==> src/rtl/program_loader.sv <==
// rtl/program_loader.sv - boot-time writer that fills the instruction ROM from a byte stream
// Stream: 2-byte little-endian word count, then little-endian 32-bit words.
module program_loader #(
  parameter int MEMORY_DEPTH = 32,
  parameter int DATA_WIDTH   = 32
) (
  input  logic                  clk,
  input  logic                  reset,
  input  logic                  Start,
  input  logic [7:0]            ByteIn,
  input  logic                  ByteValid,
  output logic                  ByteReady,
  output logic                  WriteEnable,
  output logic [DATA_WIDTH-1:0] WriteAddress,
  output logic [DATA_WIDTH-1:0] WriteData,
  output logic                  Busy,
  output logic                  Done,
  output logic                  Error,
  output logic                  CpuHold
);

  typedef enum logic [2:0] {
    S_IDLE, S_LEN_LO, S_LEN_HI, S_DATA, S_WRITE, S_DONE, S_ERROR
  } state_t;

  localparam logic [15:0] MAX_LEN = 16'(MEMORY_DEPTH);

  state_t                state_q, state_d;
  logic [15:0]           len_q, len_d;
  logic [15:0]           word_idx_q, word_idx_d;
  logic [1:0]            byte_idx_q, byte_idx_d;
  logic [DATA_WIDTH-1:0] wdata_q, wdata_d;
  logic [DATA_WIDTH-1:0] waddr_q, waddr_d;
  logic                  xfer;
  logic [15:0]           len_full;

  assign ByteReady    = (state_q == S_LEN_LO) || (state_q == S_LEN_HI) || (state_q == S_DATA);
  assign xfer         = ByteValid && ByteReady;
  assign len_full     = {ByteIn, len_q[7:0]};
  assign WriteEnable  = (state_q == S_WRITE);
  assign Busy         = ByteReady || (state_q == S_WRITE);
  assign Done         = (state_q == S_DONE);
  assign Error        = (state_q == S_ERROR);
  assign CpuHold      = (state_q != S_DONE);
  assign WriteAddress = waddr_q;
  assign WriteData    = wdata_q;

  always_comb begin
    state_d    = state_q;
    len_d      = len_q;
    word_idx_d = word_idx_q;
    byte_idx_d = byte_idx_q;
    wdata_d    = wdata_q;
    waddr_d    = waddr_q;
    case (state_q)
      S_IDLE, S_DONE, S_ERROR: begin
        if (Start) begin
          state_d    = S_LEN_LO;
          len_d      = '0;
          word_idx_d = '0;
          byte_idx_d = '0;
        end
      end
      S_LEN_LO: begin
        if (xfer) begin
          len_d   = {8'h00, ByteIn};
          state_d = S_LEN_HI;
        end
      end
      S_LEN_HI: begin
        if (xfer) begin
          len_d = len_full;
          if (len_full == 16'd0 || len_full > MAX_LEN) begin
            state_d = S_ERROR;
          end else begin
            state_d    = S_DATA;
            word_idx_d = '0;
            byte_idx_d = '0;
          end
        end
      end
      S_DATA: begin
        if (xfer) begin
          wdata_d[8*byte_idx_q +: 8] = ByteIn;
          byte_idx_d = byte_idx_q + 2'd1;
          if (byte_idx_q == 2'd3) begin
            state_d = S_WRITE;
            waddr_d = DATA_WIDTH'({word_idx_q, 2'b00});
          end
        end
      end
      S_WRITE: begin
        // byte_idx has already wrapped to 0, so the next word starts cleanly
        word_idx_d = word_idx_q + 16'd1;
        if (word_idx_q == len_q - 16'd1) state_d = S_DONE;
        else                             state_d = S_DATA;
      end
      default: state_d = S_IDLE;
    endcase
  end

  always_ff @(posedge clk or negedge reset) begin
    if (!reset) begin
      state_q    <= S_IDLE;
      len_q      <= '0;
      word_idx_q <= '0;
      byte_idx_q <= '0;
      wdata_q    <= '0;
      waddr_q    <= '0;
    end else begin
      state_q    <= state_d;
      len_q      <= len_d;
      word_idx_q <= word_idx_d;
      byte_idx_q <= byte_idx_d;
      wdata_q    <= wdata_d;
      waddr_q    <= waddr_d;
    end
  end

endmodule

==> config.mk <==
export PLATFORM = sky130hd
export DESIGN_NAME = program_loader
export DESIGN_NICKNAME = d
export VERILOG_FILES = /design/src/rtl/program_loader.sv
export SDC_FILE = /design/constraint.sdc
export NUM_CORES = 1
export LEC_CHECK = 0
export CELL_PAD_IN_SITES_DETAIL_PLACEMENT = 2
export CELL_PAD_IN_SITES_GLOBAL_PLACEMENT = 2
export CORE_UTILIZATION = 29
export DETAILED_ROUTE_END_ITERATION = 10
export GPL_ROUTABILITY_DRIVEN = 0
export MAX_ROUTING_LAYER = met4
export PLACE_DENSITY = 0.86
export REMOVE_ABC_BUFFERS = 1
export SETUP_SLACK_MARGIN = 0.15
export SLEW_MARGIN = 5
export SYNTH_ARGS = -nofsm -noshare
export SYNTH_HDL_FRONTEND = slang
export SYNTH_SLANG_ARGS = --single-unit
==> constraint.sdc <==
create_clock -name clk -period 2.3 [get_ports clk]
set_input_delay 0.575 -clock clk [delete_from_list [all_inputs] [get_ports clk]]
set_output_delay 0.575 -clock clk [all_outputs]
set_load 0.02 [all_outputs]
-- Word level (Yosys, flattened, before mapping)
Index checks and enable logic that the tools add are counted.
- flip-flop bits (word level): 85
- bits in latches: 0
- RAM bits: 0
- bits in read-only memories: 0
- output and inout port bits: 70
- logic and storage cells: 70
- memories kept: 0
- add/subtract/negate cells: 4
- multipliers: 0
- divide/modulo/power cells: 0
- $lt $le $gt $ge: 1
- equal/unequal tests: 15
- shift-type cells: 2
- multiplexer cells: 21
- bitwise operators: 1
- reductions and logical operators: 19
- operators by type and width (operator ; count):
    $pmux 16 s3 ; 2
    $mux 16 ; 5
    $neg 5->34 ; 1
    $shift 8x34->32 const A ; 1
    $shiftx 8x34->32 ; 1
    $bwmux 32 ; 1
    $mux 3 ; 7
    $add 16x1->16 const B ; 1
    $eq 16x16->1 ; 1
    $gt 16x6->1 const B ; 1
    $logic_not 16->1 ; 1
    $sub 16x1->16 const B ; 1
    $pmux 3 s5 ; 1
    $reduce_and 4->1 ; 3
    $ne 2x2->1 const B ; 5
    $reduce_and 5->1 ; 2
    $eq 3x3->1 const B ; 3
    $reduce_bool 3->1 ; 3
    $mux 2 ; 4
    $eq 3x2->1 const B ; 2
    $pmux 2 s3 ; 1
    $logic_or 1x1->1 ; 4
    $eq 3x1->1 const B ; 1
    $logic_not 3->1 ; 1
    other kinds (10) ; 10

-- Longest topological paths before layout
Gate-level depths: netlist (run 1).
- depth in word-level cells: 6
- mapped depth: 10

-- Worst setup path after synthesis (run 1)
Ideal clock, no wire load.
- path kind: reg2reg
- start: reg len_q[0]
- end: reg state_q[1]
- library setup time: 0.122 ns
- arrival: 2.296 ns
- slack: -0.117 ns
- cell stages (with the launch flop): 9
- clock period less this slack: 2.417 ns
- path through: dfrtp_1 -> inv_1 -> ha_1 -> or4b_4 -> or3_1 -> a21o_1 -> a2111oi_2 -> nand4_1 -> a32o_1
- cells in the longest elaborated chain, start to end: 4
- RTL lines (element ; RTL line ; source):
    from (decl) ; 29 ; logic [15:0] len_q, len_d;
    from (signal assigned) ; 112 ; len_q <= len_d;
    $sub 16x1->16 ; 95 ; if (word_idx_q == len_q - 16'd1) state_d = S_DONE;
    $eq 16x16->1 ; 95 ;
    $mux 3 ; 95 ;
    $pmux 3 s5 ; 55 ; case (state_q)
    to (signal assigned) ; 111 ; state_q <= state_d;
    to (decl) ; 28 ; state_t state_q, state_d;
No other way between the ends.
A chain may end at the register's enable or synchronous reset.

-- Final worst setup path (run 1)
Ends and elaborated chain as after synthesis.

==> flow_summary.json, run 1 <==
{
  "status": "complete, but fails checks",
  "violations": "setup timing",
  "path_class": "flip-flop to flip-flop",
  "skew_ps": 11.17,
  "finalCriticalPeriod_ps": 2575,
  "switching_share_pct": 42.13,
  "cts_max_path_buffers": 2,
  "postSynthAreaPerCell_sq_um": 9.080,
  "p_switching_mw": 4.022,
  "dp.cells": 784,
  "synth_top_area_share_pct": 47.42,
  "p_comb_share_pct": 60.3,
  "stdcell_area_sq_um": 6284,
  "yosys.cell_types.count": 51,
  "p_leak_nw": 2.784,
  "post-dp-hpwl_mm": 11.37,
  "cp_top_family": "simple AND/OR/NAND/NOR gates",
  "cts_tree": "yes",
  "pwr-share-seq_pct": 23.4,
  "fmax_mhz": 388.4,
  "rsz0062_at_grt": "true",
  "peakVddDrop_mv": 0.4941,
  "hold_class": "input pin to async pin",
  "pwr-share-clk_pct": 16.3,
  "synthCells": 494,
  "seq_area_frac_synth_pct": 47.42,
  "drt_iter0_markers": 163,
  "finalSetupViolations": 4,
  "async_reset_ff_share_pct": 100.0,
  "die_h_microns": 126.4,
  "crit_buf_inv": 1,
  "drtPass1Iterations": 4,
  "cts_hold_buf": 0,
  "clk_pin_slew_ps": 70,
  "synth_top_area_cell": "dfrtp_1",
  "wirelength_mm": 16.37,
  "cpPeakStageDelay_ps": 500,
  "holdWs_ps": 214.9,
  "drive_gt1_share_pct": 23.44,
  "netlist_area_sq_um": 4486,
  "synth.most_common_cell": "nand2_1",
  "layout.nets": 642,
  "clkLatencyLatePin_ps": 350,
  "crit_arrival_ps": 2810,
  "ys_dominant_reg_cell": "dfrtp_1",
  "htreeDepth": 3,
  "crit_fanout": 4,
  "grt_pass1_wl_mm": 25.99,
  "num_rows": 45,
  "ant_nets": 0,
  "wl_per_cell_microns": 20.09,
  "drc": 0,
  "power.density_nw_per_um2": 1519,
  "placeableCoreArea_sq_um": 15150,
  "utilization_pct": 41.49,
  "portBuffers": 65,
  "io_pins": 82,
  "finalHoldViolCount": 0,
  "startpoint": "len_q[0]",
  "clock-sinks": 85,
  "crit_chain": "inv_2 -> ha_4 -> or4b_4 -> or3_4 -> a21o_1 -> a2111oi_2 -> nand4_1 -> a32o_2",
  "drv_cap": 0,
  "grt_use_total_pct": 21.79,
  "syn_to_final_growth_pct": 40.08,
  "synthTopCellsByCount": "nand2_1 (103), dfrtp_1 (85), o21ai_0 (68)",
  "placed_area_sq_um": 5674,
  "die-area_sq_um": 15970,
  "crit_slowest_cell": "or4b_4",
  "yosysWarnings": 0,
  "grt_overflow": 0,
  "fin_cells": 815,
  "die_w_microns": 126.4,
  "worstPathRequired_ps": 2540,
  "first_global_vias": 4834,
  "startpoint_type": "flip-flop",
  "dp_slack_ps": -740.5,
  "end_kind": "flip-flop",
  "antenna_found_initial": 0,
  "antenna_cells": 0,
  "slew_headroom_pct": 54.94,
  "fin_setup_tns_ps": -621.1,
  "finalPower_mw": 9.547,
  "num_vias": 4237,
  "synth_edf_count": 0,
  "grt_max_degree": 43,
  "setup_ws_ps": -274.6,
  "root_buffer": "clkbuf_16",
  "reg2reg_from": "len_q[0]",
  "worst_pin_slew_ps": 673.4,
  "avgViaCountPerCell": 5.199,
  "slew_violations": 0,
  "internal_power_mw": 5.525,
  "cts_made_buffers": 9,
  "initial_core_util_pct": 29.62,
  "ys_seq_elements": 85,
  "fin_crit_sh_pct": 111.9,
  "synth_area_leaders": "dfrtp_1 (47%), nand2_1 (8.6%), o21ai_0 (7.6%)"
}
## layout make-up
type,count,area (sq um)
multi-input combinational,372,2327
fill,1627,8862
timing repair buffer,139,1216
inverter,15,56.30
tap,188,235.2
clock inverter,4,55.05
sequential,85,2127
clock buffer,12,266.5
## routing by layer
layer	vias up	part of all wire, %	global-route usage (%)	wire, microns
met4	0	1.8	6.591	296
met5	-	0	-	0
met3	24	4.1	4.302	676
met1	2161	41	24.41	6645
li1	1942	-	-	-
met2	110	53	39.06	8752
## flip-flops by register name, indices dropped and copies added, names as in the netlist
register,flops
WriteAddress,16
WriteData,32
byte_idx_q,2
word_idx_q,16
state_q,3
len_q,16
## cell usage in the layout (no fill, tap or decap), types with 11 or more instances in the layout
cell type	n
nand2_1	103
dfrtp_1	85
buf_4	68
o21ai_0	52
clkdlybuf4s50_1	49
nor2_1	23
xnor2_1	20
mux2_2	16
conb_1	16
inv_1	13
dlygate4sd2_1	12
nand4_1	11
## logic make-up after synthesis
family	share of synthesized area, %
simple gates	21.20
compound gates	13.50
flops	47.42
buf+inv	6.025
xor+xnor	5.077
mux	4.463
fa+ha+maj	2.232
other cells	0.08360
## power groups by stage
stage / clock [mW] / combinational (mW) / sequential [mW]
after floorplan: 0 / 2.47 / 2.45
after global placement: 0 / 4.51 / 2.21
after detailed placement: 0 / 4.84 / 2.24
after CTS: 1.58 / 5.30 / 2.23
after global routing: 1.63 / 6.24 / 2.30
final: 1.55 / 5.76 / 2.23
## worst paths after layout
kind                               endpoint  slack, ps  depth (start not counted)
setup / recovery                 state_q[1]       -270                          8
min in group clk              WriteData[24]        490                          2
max in group asynchronous      WriteData[1]       1430                          2
setup reg to reg                 state_q[1]       -270                          8
hold / removal             WriteAddress[17]        210                          1
hold reg to reg               WriteData[24]        490                          2
## repair_timing
item | in CTS | in global routing
buffers inserted | 9 | 4
cloned | 1 | 1
gates resized for setup | 53 | 25
pin swaps | 14 | 20
setup endpoints to repair | 27 | 32
(Power assumes the default switching activity.)
==> run 2: changes to the inputs <==
--- a/config.mk
+++ b/config.mk
@@ -7,6 +7,7 @@
 export LEC_CHECK = 0
 export CELL_PAD_IN_SITES_DETAIL_PLACEMENT = 2
 export CELL_PAD_IN_SITES_GLOBAL_PLACEMENT = 2
+export CORE_MARGIN = 2
 export CORE_UTILIZATION = 29
 export DETAILED_ROUTE_END_ITERATION = 10
 export GPL_ROUTABILITY_DRIVEN = 0
@@ -14,7 +15,7 @@
 export PLACE_DENSITY = 0.86
 export REMOVE_ABC_BUFFERS = 1
 export SETUP_SLACK_MARGIN = 0.15
-export SLEW_MARGIN = 5
+export SLEW_MARGIN = 20
 export SYNTH_ARGS = -nofsm -noshare
 export SYNTH_HDL_FRONTEND = slang
 export SYNTH_SLANG_ARGS = --single-unit
==> flow_summary.json, run 2 (synthesized netlist as in run 1, its figures left out) <==
{
  "power.density_nw_per_um2": 1535,
  "switching_share_pct": 42.73,
  "finalCriticalPeriod_ps": 2616,
  "post-dp-hpwl_mm": 11.32,
  "die-area_sq_um": 16480,
  "violations": "setup timing",
  "skew_ps": 9.761,
  "drv_cap": 0,
  "wirelength_mm": 16.87,
  "layout_commonest_cell": "nand2_1",
  "pwr-share-clk_pct": 16.0,
  "grt_max_degree": 39,
  "cts_tree": "yes",
  "top_layer": "met4",
  "cts_hold_buf": 0,
  "utilization_pct": 41.86,
  "crit_slowest_cell": "or4_2",
  "initial_core_util_pct": 29.62,
  "finalHoldViolCount": 0,
  "wl_per_cell_microns": 20.67,
  "ant_nets": 0,
  "antenna_cells": 0,
  "status": "complete, but fails checks",
  "die_h_microns": 128.4,
  "fin_setup_tns_ps": -1233,
  "cts_max_path_buffers": 2,
  "num_vias": 4256,
  "end_kind": "flip-flop",
  "first_global_vias": 4802,
  "clock-sinks": 85,
  "cts_made_buffers": 9,
  "portBuffers": 65,
  "finalSetupViolations": 14,
  "drt_iter0_markers": 199,
  "p_switching_mw": 4.159,
  "grt_use_total_pct": 21.20,
  "clkLatencyLatePin_ps": 350,
  "rsz0062_at_grt": "true",
  "r2r_end": "state_q[1]",
  "regToRegSetupSlack_ps": -320,
  "startpoint_type": "flip-flop",
  "p_comb_share_pct": 60.9,
  "avgViaCountPerCell": 5.216,
  "die_w_microns": 128.4,
  "syn_to_final_growth_pct": 41.34,
  "drive_gt1_share_pct": 24.04,
  "htreeDepth": 3,
  "setup_ws_ps": -315.8,
  "worstPathRequired_ps": 2530,
  "p_leak_nw": 2.804,
  "slew_violations": 0,
  "path_class": "flip-flop to flip-flop",
  "grt_pass1_wl_mm": 26.28,
  "wl_met3_microns": 713,
  "io_pins": 82,
  "clk_pin_slew_ps": 70,
  "wl_met1_mm": 6.808,
  "slew_headroom_pct": 59.52,
  "crit_arrival_ps": 2850,
  "holdWs_ps": 173.0,
  "drtPass1Iterations": 4,
  "crit_chain": "buf_4 -> or4_2 -> nor4_4 -> mux2i_1 -> nor4b_2 -> nand4_1 -> a32o_1",
  "root_buffer": "clkbuf_16",
  "pwr-share-seq_pct": 23.1,
  "worstRegToRegCells": 7,
  "crit_fanout": 3,
  "worst_pin_slew_ps": 605.0,
  "layout.nets": 643,
  "peakVddDrop_mv": 0.5162,
  "antenna_found_initial": 0,
  "num_rows": 45,
  "fin_crit_sh_pct": 113.7,
  "layout_common_cells": "nand2_1 (102), dfrtp_1 (85), buf_4 (68), o21ai_0 (52), clkdlybuf4s50_1 (50)",
  "fmax_mhz": 382.3,
  "placeableCoreArea_sq_um": 15150,
  "hold_class": "input pin to async pin",
  "reg2reg_from": "len_q[1]",
  "largest_register_ff_count": 32,
  "drc": 0,
  "grt_overflow": 0,
  "internal_power_mw": 5.574,
  "cpPeakStageDelay_ps": 740,
  "wl_met2_mm": 8.930
}
==> run 2: critical path: cells and delay by family (launching register included) <==
kind / cells / cell delay [ps]
and+or+nand+nor: 4 / 1510
AOI/OAI and AO/OA: 1 / 260
muxes: 1 / 190
DFF: 1 / 400
buffers and inverters: 1 / 140
==> run 2: final cells by class <==
| type | instances | area [sq um] |
|---|---|---|
| Sequential cell | 85 | 2127 |
| Tap cell | 188 | 235.2 |
| Inverter | 15 | 56.30 |
| Clock inverter | 4 | 53.80 |
| Timing Repair Buffer | 140 | 1254 |
| Clock buffer | 12 | 266.5 |
| Multi-Input combinational cell | 372 | 2347 |
| Fill cell | 1649 | 8806 |
==> run 2: worst max-delay path by stage <==
| stage | end | from | slack (ps) | cells after the start |
|---|---|---|---|---|
| after CTS | state_q[1] | len_q[0] | -280 | 8 |
| after global routing | state_q[1] | len_q[0] | -400 | 9 |
| after detailed placement | word_idx_q[4] | ByteIn[5] | -730 | 7 |
| final | state_q[1] | len_q[1] | -320 | 7 |
| after global placement | word_idx_q[4] | ByteIn[4] | -430 | 7 |
| after floorplan | state_q[1] | len_q[0] | -120 | 8 |
==> run 2: power groups by stage <==
stage	combinational (mW)	sequential (mW)	clock (mW)
global placement	4.49	2.21	0
CTS	5.39	2.23	1.58
floorplan	2.47	2.45	0
global route	6.35	2.32	1.64
finish	5.93	2.25	1.55
detailed placement	4.81	2.25	0
==> run 2: what timing repair did <==
action	CTS	global route
gates resized for setup	53	30
setup buffers	9	7
pin swaps	20	18
endpoints found under the setup margin	27	26
cloned	1	0
==> run 2: per-layer routing <==
metal,track usage (%),up-vias
li1,-,1932
met1,23.54,2190
met2,38.61,105
met3,4.615,29
met4,5.236,0
met5,-,-
==> run 2: stage by stage <==
stage	std cells	power (mW)	cell area, sq um	setup WS (ps)
2_1_floorplan	471	4.920	4328	-117.3
3_3_place_gp	783	6.696	5679	-432.9
3_5_place_dp	783	7.061	5679	-734.3
4_1_cts	809	9.204	6201	-282.8
5_1_grt	816	10.31	6340	-398.6
6_report	816	9.733	6340	-315.8
==> run 3: changes to the inputs <==
--- a/config.mk
+++ b/config.mk
@@ -11,6 +11,7 @@
 export CORE_UTILIZATION = 29
 export DETAILED_ROUTE_END_ITERATION = 10
 export GPL_ROUTABILITY_DRIVEN = 0
+export GPL_TIMING_DRIVEN = 0
 export MAX_ROUTING_LAYER = met4
 export PLACE_DENSITY = 0.86
 export REMOVE_ABC_BUFFERS = 1
==> flow_summary.json, run 3 (synthesized netlist as in run 1, its figures left out) <==
{
  "p_leak_nw": 2.584,
  "die_w_microns": 128.4,
  "violations": "setup timing",
  "dp.cells": 725,
  "crit_arrival_ps": 2850,
  "num_vias": 4074,
  "finalCriticalPeriod_ps": 2617,
  "worst_pin_slew_ps": 591.1,
  "finalSetupViolations": 2,
  "clkLatencyLatePin_ps": 350,
  "root_buffer": "clkbuf_16",
  "wirelength_mm": 15.84,
  "drive_gt1_share_pct": 21.64,
  "cpPeakStageDelay_ps": 630,
  "antenna_cells": 0,
  "slew_violations": 0,
  "hold_class": "input pin to async pin",
  "first_global_vias": 4684,
  "fmax_mhz": 382.1,
  "num_rows": 45,
  "drv_cap": 0,
  "drt_iter0_markers": 187,
  "initial_core_util_pct": 29.62,
  "stdcell_area_sq_um": 6092,
  "cts_made_buffers": 9,
  "cts_tree": "yes",
  "layout_common_cells": "nand2_1 (96), dfrtp_1 (79), o21ai_0 (53), clkdlybuf4s50_1 (49), buf_4 (28)",
  "htreeDepth": 3,
  "clock-sinks": 85,
  "clk_pin_slew_ps": 60,
  "fin_crit_sh_pct": 113.8,
  "crit_end": "state_q[1]",
  "grt_max_degree": 58,
  "grt_overflow": 0,
  "rsz0062_at_grt": "true",
  "antenna_found_initial": 0,
  "placed_area_sq_um": 5245,
  "syn_to_final_growth_pct": 35.82,
  "grt_use_total_pct": 20.53,
  "layout_commonest_cell": "nand2_1",
  "io_pins": 82,
  "ant_nets": 0,
  "top_layer": "met4",
  "wl_met1_mm": 6.655,
  "worstPathRequired_ps": 2530,
  "power.density_nw_per_um2": 1534,
  "fin_cells": 775,
  "crit_fanout": 7,
  "skew_ps": 9.353,
  "portBuffers": 65,
  "reg2reg_from": "len_q[3]",
  "placeableCoreArea_sq_um": 15150,
  "avgViaCountPerCell": 5.257,
  "startpoint": "len_q[3]",
  "wl_per_cell_microns": 20.44,
  "end_kind": "flip-flop",
  "crit_chain": "or4b_4 -> or3_4 -> a21o_1 -> a2111oi_4 -> nand4_1 -> a32o_1",
  "drc": 0,
  "nFillCells": 1610,
  "layout.nets": 602,
  "drtPass1Iterations": 4,
  "post-dp-hpwl_mm": 9.807,
  "utilization_pct": 40.22,
  "grt_pass1_wl_mm": 25.47,
  "largest_register_ff_count": 32,
  "r2r_end": "state_q[1]",
  "worstRegToRegCells": 6,
  "startpoint_type": "flip-flop",
  "setup_ws_ps": -317.0,
  "holdWs_ps": 152.0,
  "regToRegSetupSlack_ps": -320,
  "path_class": "flip-flop to flip-flop",
  "wl_met2_mm": 8.205,
  "finalHoldViolCount": 0,
  "status": "complete, but fails checks",
  "cts_hold_buf": 0,
  "crit_slowest_cell": "or4b_4",
  "cts_max_path_buffers": 2,
  "slew_headroom_pct": 60.45,
  "die-area_sq_um": 16480,
  "peakVddDrop_mv": 0.4756,
  "wl_met3_microns": 748,
  "die_h_microns": 128.4
}
run 3: worst min path at each step:
stage	from	endpoint	slack, ps	cells after the start
floorplan	reset	WriteAddress[10]	280	0
global placement	WriteData[7]	WriteData[7]	460	2
detailed placement	WriteData[23]	WriteData[23]	480	2
CTS	reset	word_idx_q[7]	170	1
global route	reset	WriteAddress[9]	170	1
finish	reset	WriteAddress[14]	150	1
run 3: layer usage:
layer	vias to the layer above	GRT usage, %
met4	0	5.430
met3	23	6.403
li1	1856	-
met5	-	-
met1	2101	23.37
met2	94	35.08
run 3: area by class of cell:
type                    instances  area (sq um)  area share (%)
inverters                      15         60.06          0.9858
repair buffers                 99         958.4           15.73
flip-flops and latches         85          2135           35.04
well taps                     188         235.2           3.861
multi-input cells             372          2425           39.80
clock inverters                 4         22.52          0.3697
clock buffers                  12         256.5           4.210
run 3: timing repair:
action,in CTS,in global routing
pin swaps,11,11
gates resized for setup,75,39
setup endpoints to repair,91,85
setup buffers,22,11
cloned,1,0
run 3: through the flow:
stage	setup slack (ps)	total power [mW]	TNS (ps)
2_1_floorplan	-117.3	4.920	-129.2
3_3_place_gp	-2428	5.979	-238180
3_5_place_dp	-916.1	6.284	-39110
4_1_cts	-224.7	8.674	-424.8
5_1_grt	-360.6	9.891	-943.0
6_report	-317.0	9.347	-598.2
run 3: where the power goes:
group	internal (mW)	total, mW	switching (mW)
clock network	0.786	1.40	0.610
registers	1.88	2.40	0.523
logic	2.47	5.55	3.07
run 3: worst max-delay path: cells and delay by family (launching register included):
| kind | cells | cell delay, ps |
|---|---|---|
| AND/OR/NAND/NOR | 3 | 1210 |
| AO/OA/AOI/OAI | 3 | 760 |
| flip-flops | 1 | 510 |
